### config.mk
export PLATFORM = sky130hd
export DESIGN_NAME = inert_multi_rd
export DESIGN_NICKNAME = d
export VERILOG_FILES = /design/src/rtl/inert_pkg.sv /design/src/rtl/SPI_mnrch.sv /design/src/rtl/inert_multi_rd.sv
export SDC_FILE = /design/constraint.sdc
export NUM_CORES = 1
export LEC_CHECK = 0
export ABC_AREA = 1
export ABC_CLOCK_PERIOD_IN_PS = 3200
export BUFFER_PORTS_ARGS = -buffer_cell sky130_fd_sc_hd__buf_2
export CORE_MARGIN = 4
export CORE_UTILIZATION = 51
export CTS_CLUSTER_SIZE = 40
export DETAILED_ROUTE_END_ITERATION = 6
export PLACE_DENSITY_LB_ADDON = 0.15
export RECOVER_POWER = 100
export SLEW_MARGIN = 40
export SYNTH_ARGS = -nofsm -noshare
export SYNTH_HDL_FRONTEND = slang
export SYNTH_HIERARCHICAL = 1
export SYNTH_SLANG_ARGS = --single-unit
### constraint.sdc
create_clock -name clk -period 3.2 [get_ports clk]
set_input_delay 0.64 -clock clk [delete_from_list [all_inputs] [get_ports clk]]
set_output_delay 0.64 -clock clk [all_outputs]
set_load 0.01 [all_outputs]
### src/rtl/inert_pkg.sv
// Shared types and helpers for the inertial-sensor front end.
// Holds the front-end state enum, the SPI read-word constants and
// a helper that builds a read command from a register address.
package inert_pkg;

    typedef enum logic [2:0] {
        INIT,
        INIT_WT,
        IDLE,
        RD_LO,
        RD_HI,
        COMMIT
    } inert_state_t;

    localparam logic       RD_BIT     = 1'b1;
    localparam logic [7:0] DUMMY_BYTE = 8'h00;

    // Read word: read flag, 7-bit register address, dummy byte clocked out
    // while the sensor returns the register contents.
    function automatic logic [15:0] rd_cmd(input logic [6:0] addr);
        return {RD_BIT, addr, DUMMY_BYTE};
    endfunction

endpackage

### src/rtl/SPI_mnrch.sv
// 16-bit SPI master, mode 3 (SCLK idles high, MOSI changes on the falling
// edge, MISO sampled on the rising edge). SCLK runs at clk/4.
// A one-cycle wrt starts a transfer of cmd; done pulses for one cycle once
// all 16 bits are exchanged, with rd_data holding the received word.
// Handshake: wrt is only honoured while idle; done marks the last cycle
// with SS_n low, so the earliest next wrt lands one cycle after done.
module SPI_mnrch (
    input  logic        clk,
    input  logic        rst,
    input  logic        wrt,
    input  logic [15:0] cmd,
    input  logic        MISO,
    output logic        SS_n,
    output logic        SCLK,
    output logic        MOSI,
    output logic        done,
    output logic [15:0] rd_data
);

    typedef enum logic [1:0] {
        SPI_IDLE,
        SPI_SHIFT,
        SPI_BACK
    } spi_state_t;

    spi_state_t  state_q, state_d;
    logic [1:0]  div_q, div_d;
    logic [3:0]  bit_q, bit_d;
    logic [15:0] shft_q, shft_d;
    logic        miso_q, miso_d;

    // State and shift register; a reset mid-transfer drops straight to idle.
    always_ff @(posedge clk) begin
        if (rst) begin
            state_q <= SPI_IDLE;
            div_q   <= '0;
            bit_q   <= '0;
            shft_q  <= '0;
            miso_q  <= 1'b0;
        end else begin
            state_q <= state_d;
            div_q   <= div_d;
            bit_q   <= bit_d;
            shft_q  <= shft_d;
            miso_q  <= miso_d;
        end
    end

    // Bit sequencing: sample MISO as SCLK rises, shift as SCLK falls.
    always_comb begin
        state_d = state_q;
        div_d   = div_q;
        bit_d   = bit_q;
        shft_d  = shft_q;
        miso_d  = miso_q;
        case (state_q)
            SPI_IDLE: begin
                if (wrt) begin
                    shft_d  = cmd;
                    div_d   = '0;
                    bit_d   = '0;
                    state_d = SPI_SHIFT;
                end
            end
            SPI_SHIFT: begin
                div_d = div_q + 2'd1;
                if (div_q == 2'd1) begin
                    miso_d = MISO;
                end
                if (div_q == 2'd3) begin
                    shft_d = {shft_q[14:0], miso_q};
                    bit_d  = bit_q + 4'd1;
                    if (bit_q == 4'd15) begin
                        state_d = SPI_BACK;
                    end
                end
            end
            SPI_BACK: begin
                state_d = SPI_IDLE;
            end
            default: begin
                state_d = SPI_IDLE;
            end
        endcase
    end

    assign SS_n    = (state_q == SPI_IDLE);
    assign SCLK    = (state_q != SPI_SHIFT) | div_q[1];
    assign MOSI    = (state_q == SPI_SHIFT) & shft_q[15];
    assign done    = (state_q == SPI_BACK);
    assign rd_data = shft_q;

endmodule

### src/rtl/inert_multi_rd.sv
// Inertial-sensor front end: one configuration write after reset, then on
// each data-ready interrupt reads NUM_CH signed 16-bit channels (low byte,
// then high byte) and commits the whole frame to ch_data at once.
// Optional feature macro: INERT_AVG_EN enables a 1/4-weight smoothing
// filter on commit (first frame after reset seeds the filter directly).
// dbg_state exposes the sequencer state for board debug and checkers.
module inert_multi_rd
    import inert_pkg::*;
#(
    parameter int          NUM_CH    = 3,
    parameter logic [6:0]  BASE_ADDR = 7'h22,
    parameter logic [15:0] INIT_CMD  = 16'h0D02
) (
    input  logic                  clk,
    input  logic                  rst,
    input  logic                  INT,
    input  logic                  NEXT,
    input  logic                  MISO,
    output logic                  SS_n,
    output logic                  SCLK,
    output logic                  MOSI,
    output logic [16*NUM_CH-1:0]  ch_data,
    output logic                  vld,
    output logic                  ovr,
    output logic [7:0]            LED,
    output inert_state_t          dbg_state
);

    localparam int            CW      = (NUM_CH > 1) ? $clog2(NUM_CH) : 1;
    localparam logic [CW-1:0] LAST_CH = CW'(NUM_CH - 1);

    inert_state_t  state_q, state_d;
    logic          busy_q, busy_d;
    logic [CW-1:0] ch_q, ch_d;
    logic [CW-1:0] sel_q;
    logic          pend_q, pend_d;
    logic          ovr_q, ovr_d;
    logic [2:0]    int_sync_q, next_sync_q;
    logic [7:0]    lo_q;
    logic [15:0]   shadow_q [NUM_CH];
    logic [15:0]   bank_q   [NUM_CH];

    logic          wrt, done;
    logic [15:0]   cmd, rd_data;
    logic          int_rise, next_rise;
    logic          pend_clr, lo_load, hi_load, commit;
    logic [6:0]    lo_addr;
    logic          unused_rd_hi;

    SPI_mnrch u_spi (
        .clk     (clk),
        .rst     (rst),
        .wrt     (wrt),
        .cmd     (cmd),
        .MISO    (MISO),
        .SS_n    (SS_n),
        .SCLK    (SCLK),
        .MOSI    (MOSI),
        .done    (done),
        .rd_data (rd_data)
    );

    // Two-flop synchronisers plus one history flop for rising-edge detect.
    always_ff @(posedge clk) begin
        if (rst) begin
            int_sync_q  <= '0;
            next_sync_q <= '0;
        end else begin
            int_sync_q  <= {int_sync_q[1:0], INT};
            next_sync_q <= {next_sync_q[1:0], NEXT};
        end
    end

    assign int_rise  = int_sync_q[1]  & ~int_sync_q[2];
    assign next_rise = next_sync_q[1] & ~next_sync_q[2];
    assign lo_addr   = BASE_ADDR + 7'({ch_q, 1'b0});

    // Sequencer register bank.
    always_ff @(posedge clk) begin
        if (rst) begin
            state_q <= INIT;
            busy_q  <= 1'b0;
            ch_q    <= '0;
            pend_q  <= 1'b0;
            ovr_q   <= 1'b0;
        end else begin
            state_q <= state_d;
            busy_q  <= busy_d;
            ch_q    <= ch_d;
            pend_q  <= pend_d;
            ovr_q   <= ovr_d;
        end
    end

    // Next-state logic; each SPI state issues one wrt, then waits for done.
    always_comb begin
        state_d  = state_q;
        busy_d   = busy_q;
        ch_d     = ch_q;
        wrt      = 1'b0;
        cmd      = INIT_CMD;
        pend_clr = 1'b0;
        lo_load  = 1'b0;
        hi_load  = 1'b0;
        commit   = 1'b0;
        case (state_q)
            INIT: begin
                wrt     = 1'b1;
                state_d = INIT_WT;
            end
            INIT_WT: begin
                if (done) begin
                    state_d = IDLE;
                end
            end
            IDLE: begin
                if (pend_q) begin
                    pend_clr = 1'b1;
                    ch_d     = '0;
                    busy_d   = 1'b0;
                    state_d  = RD_LO;
                end
            end
            RD_LO: begin
                cmd = rd_cmd(lo_addr);
                if (!busy_q) begin
                    wrt    = 1'b1;
                    busy_d = 1'b1;
                end else if (done) begin
                    lo_load = 1'b1;
                    busy_d  = 1'b0;
                    state_d = RD_HI;
                end
            end
            RD_HI: begin
                cmd = rd_cmd(lo_addr + 7'd1);
                if (!busy_q) begin
                    wrt    = 1'b1;
                    busy_d = 1'b1;
                end else if (done) begin
                    hi_load = 1'b1;
                    busy_d  = 1'b0;
                    if (ch_q == LAST_CH) begin
                        state_d = COMMIT;
                    end else begin
                        ch_d    = ch_q + 1'b1;
                        state_d = RD_LO;
                    end
                end
            end
            COMMIT: begin
                commit  = 1'b1;
                state_d = IDLE;
            end
            default: begin
                state_d = INIT;
            end
        endcase
    end

    // Pending-frame flag: a new edge wins over a same-cycle clear; an edge
    // arriving while a frame is already pending is dropped and flagged.
    always_comb begin
        pend_d = pend_q;
        ovr_d  = ovr_q;
        if (pend_clr) begin
            pend_d = 1'b0;
        end
        if (int_rise && (state_q != INIT) && (state_q != INIT_WT)) begin
            if (pend_q && !pend_clr) begin
                ovr_d = 1'b1;
            end
            pend_d = 1'b1;
        end
    end

`ifdef INERT_AVG_EN
    logic seeded_q;

    // One smoothing step: old + (new - old) / 4, difference kept in 17 bits.
    function automatic logic [15:0] avg_step(input logic [15:0] old_v,
                                             input logic [15:0] new_v);
        logic signed [16:0] diff;
        diff = $signed({new_v[15], new_v}) - $signed({old_v[15], old_v});
        return old_v + 16'(diff >>> 2);
    endfunction

    // Tracks whether the filter has been seeded since reset.
    always_ff @(posedge clk) begin
        if (rst) begin
            seeded_q <= 1'b0;
        end else if (commit) begin
            seeded_q <= 1'b1;
        end
    end
`endif

    // Frame datapath: byte capture, shadow bank, committed bank, LED select.
    always_ff @(posedge clk) begin
        if (rst) begin
            lo_q  <= '0;
            sel_q <= '0;
            for (int k = 0; k < NUM_CH; k++) begin
                shadow_q[k] <= '0;
                bank_q[k]   <= '0;
            end
        end else begin
            if (lo_load) begin
                lo_q <= rd_data[7:0];
            end
            if (hi_load) begin
                shadow_q[ch_q] <= {rd_data[7:0], lo_q};
            end
            if (commit) begin
                for (int k = 0; k < NUM_CH; k++) begin
`ifdef INERT_AVG_EN
                    bank_q[k] <= seeded_q ? avg_step(bank_q[k], shadow_q[k])
                                          : shadow_q[k];
`else
                    bank_q[k] <= shadow_q[k];
`endif
                end
            end
            if (next_rise) begin
                sel_q <= (sel_q == LAST_CH) ? '0 : sel_q + 1'b1;
            end
        end
    end

    for (genvar k = 0; k < NUM_CH; k++) begin : g_out
        assign ch_data[16*k +: 16] = bank_q[k];
    end

    assign unused_rd_hi = ^rd_data[15:8];
    assign vld          = commit;
    assign ovr          = ovr_q;
    assign LED          = bank_q[sel_q][15:8];
    assign dbg_state    = state_q;

endmodule
==> impl_results.md <==
* Status: complete, no violations
* Reg2Reg Depth at 6
* TritonCTS clock tree: yes
* Worst endpoint data arrival time at 2.45 ns
* Worst Max-Slew Pin Slew at 0.8533 ns
* Min-Delay Path Depth at 2
* Gr usage total at 16.94%
* CTS Root Cell: clkbuf_16
* Minimum clock period at 2.399 ns
* Setup TNS at 0 ns
* Non-Filler Instances at 905
* Yosys warns at 6
* Sequential area share after synthesis at 62.90%
* Synth Register Bits at 147
* Pwr Density at 759.4 nW/um^2
* Detailed Route Iter0 Violations at 287
* Pins Over Slew Limit at 0
* Number of setup violations in the final report at 0
* Post_cts resized at 0
* Post-synthesis cell count at 672
* Diode count at 0
* Crit end category: flop
* Die area at 14000 um^2
* Clock Skew at 0.006694 ns
* I/O pin count at 69
* DRT antenna net count at 0
* Max Clk Rate at 0.4168 GHz
* Pre-CTS setup slack at 0.8396 ns
* Layout cells sized above 1 at 6.069%
* Clk sinks at 147
* First-pass GRT wire length at 19090 um
* Final Hold Vio Count at 0
* Final WS setup at 0.8006 ns
* Largest net degree at the start of global routing at 49
* WP data required at 3.25 ns
* DP Cell Count at 873
* Hold Path Sink: int_sync_q[1]
* Finished Cell Area at 7062 um^2
* Netlist cell types at 27
* Crit-path cells: inv_1 > nor2_1 > nand2_1 > nor3_4 > nand2_1 > nand2_1
* Final Wtd Congestion at 0.8516
* Die span in x at 118.3 um
* # nets final at 757
* Area growth syn-to-layout at 13.79%
* Critical R2R Capture: shadow_q[0][4]
* Initial antenna violation count at 0
* Post-Syn Area at 6206 um^2
* Starting Density at 51.88%
* Vias in the first global route at 4111
* Pleak at 2.912 nW
* Worst Path Max Fanout at 17
* Worst r2r src: u_spi/state_q[1]
* Placed inst area at 6603 um^2
* H-tree depth at 4
* Worst hold start: int_sync_q[0]
* Hold_buf cts at 0
* CP max stage cell: nand2_1
* Worst path most repeated cell: nand2_1
* Setup Crit Path Kind: reg2reg
* Clock slew at reported path FFs at 0.06 ns
* Worst Hold Class: reg2reg
* Startpoint types: flop
* Slew headroom at 42.91%
* Gr ovfl total at 0
* CTS Buffer Depth at 2
* Vias at 4244
* DRC Markers at 0
* Core area at 11960 um^2
* Drt first pass iters at 5
* Fillers at 1062
* RSZ-0062 raised after global routing: no
* Port Buffers at 68
* Most frequent cells in the layout: 175 x nor2_1, 114 x inv_1, 107 x nand2_1
* FF-to-FF setup slack at 0.80 ns
* Synthesized area per cell at 9.235 um^2
* Tcrit/Tclk final at 74.98%
* Worst path max stage delay at 0.64 ns
* Final WL at 11050 um
* Worst-skew pair later-pin latency at 0.41 ns
* Post-DP HPWL at 7721 um
* Via/cell ratio at 4.690
* Wire per inst at 12.20 um
* Final hold slack at 0.4070 ns
* Die height at 118.3 um
* Number of core rows at 40
* Max-Cap Viols at 0
* Setup Fix Bufs, Post-CTS at 0
* Most common cell after layout, fill and taps aside: nor2_1
* TritonCTS Buffers at 17
* Worst vdd ir at 0.5488 mV
-- stage by stage --
step	power, W	utilization (%)
after global placement	0.003527	55.20
after detailed placement	0.003564	55.20
after global routing	0.005713	59.04
after CTS	0.005445	59.94
after floorplan	0.003356	-
final	0.005363	59.04
-- routing by layer --
metal | GRT usage (%) | part of all wire, % | vias up
li1 | - | - | 2226
met1 | 21.03 | 47 | 1939
met2 | 27.69 | 48 | 70
met3 | 6.077 | 4.1 | 9
met4 | 5.421 | 0.81 | 0
met5 | 0 | 0 | -
-- registers in the layout, summed over array words and instances (netlist names), named ones only --
register / count
busy_q: 1
lo_q: 8
u_spi/rd_data: 16
ch_q: 2
next_sync_q: 3
pend_q: 1
int_sync_q: 3
sel_q: 2
u_spi/miso_q: 1
bank_q: 48
u_spi/bit_q: 4
ovr: 1
u_spi/div_q: 2
u_spi/state_q: 2
shadow_q: 48
dbg_state: 3
-- critical path, delay by kind of cell, from the launching register on --
family,cells,cell delay (ns)
buf+inv,1,0.10
flops,1,0.34
simple gates,5,1.58
-- kinds of logic after synthesis --
family | count (synthesis) | share of synthesized area (%)
AND/OR/NAND/NOR | 307 | 19.92
adder cells (fa/ha/maj) | 7 | 1.411
AO/OA/AOI/OAI | 70 | 5.807
other | 1 | 0.06043
buffers and inverters | 140 | 9.899
flip-flops | 147 | 62.90
-- how the worst max path moves through the flow --
stage	startpoint	to	slack, ns	depth (start not counted)
finish	u_spi/state_q[1]	shadow_q[0][4]	0.80	6
global route	u_spi/state_q[1]	shadow_q[0][11]	0.51	6
floorplan	rst	bank_q[0][0]	0.58	4
detailed placement	rst	shadow_q[0][4]	0.84	4
global placement	rst	bank_q[2][5]	0.91	4
CTS	u_spi/state_q[1]	shadow_q[0][11]	0.91	6
-- final cells by class --
class	count	area (um^2)	area share, %
tap	147	183.9	2.605
sequential	147	3904	55.28
timing repair buffer	71	281.5	3.987
inverter	115	431.7	6.113
clock buffer	18	429.2	6.077
multi-input combinational	393	1694	23.99
clock inverter	14	137.6	1.949
-- report_power, final --
part | internal (W) | total (W) | switching [W]
Clock | 0.00114 | 0.00188 | 0.000738
Combinational | 0.000345 | 0.00112 | 0.000780
Sequential | 0.00223 | 0.00236 | 0.000134
Total | 0.00371 | 0.00536 | 0.00165
-- synthesized netlist by cell type --
library cell	instances	share of area (%)
dfxtp_1	51	16
a21oi_1	33	2.7
nor3_1	4	0.32
or2_2	3	0.30
buf_6	10	1.8
a21oi_2	1	0.14
nand4_1	1	0.10
buf_2	2	0.16
clkbuf_1	10	0.60
nor2_4	1	0.18
nand2_2	8	0.81
nand3_2	2	0.32
conb_1	1	0.060
edfxtp_1	96	46
nand2_1	103	6.2
inv_1	112	6.8
o211a_1	1	0.16
inv_2	3	0.18
a31oi_1	1	0.10
nor3_4	1	0.26
buf_4	3	0.36
nor2_2	2	0.20
nand3_1	9	0.73
nor2_1	173	10
o21ai_1	6	0.48
ha_1	7	1.4
o21ai_0	28	2.3
No activity file was read; power rests on OpenSTA's default activity.
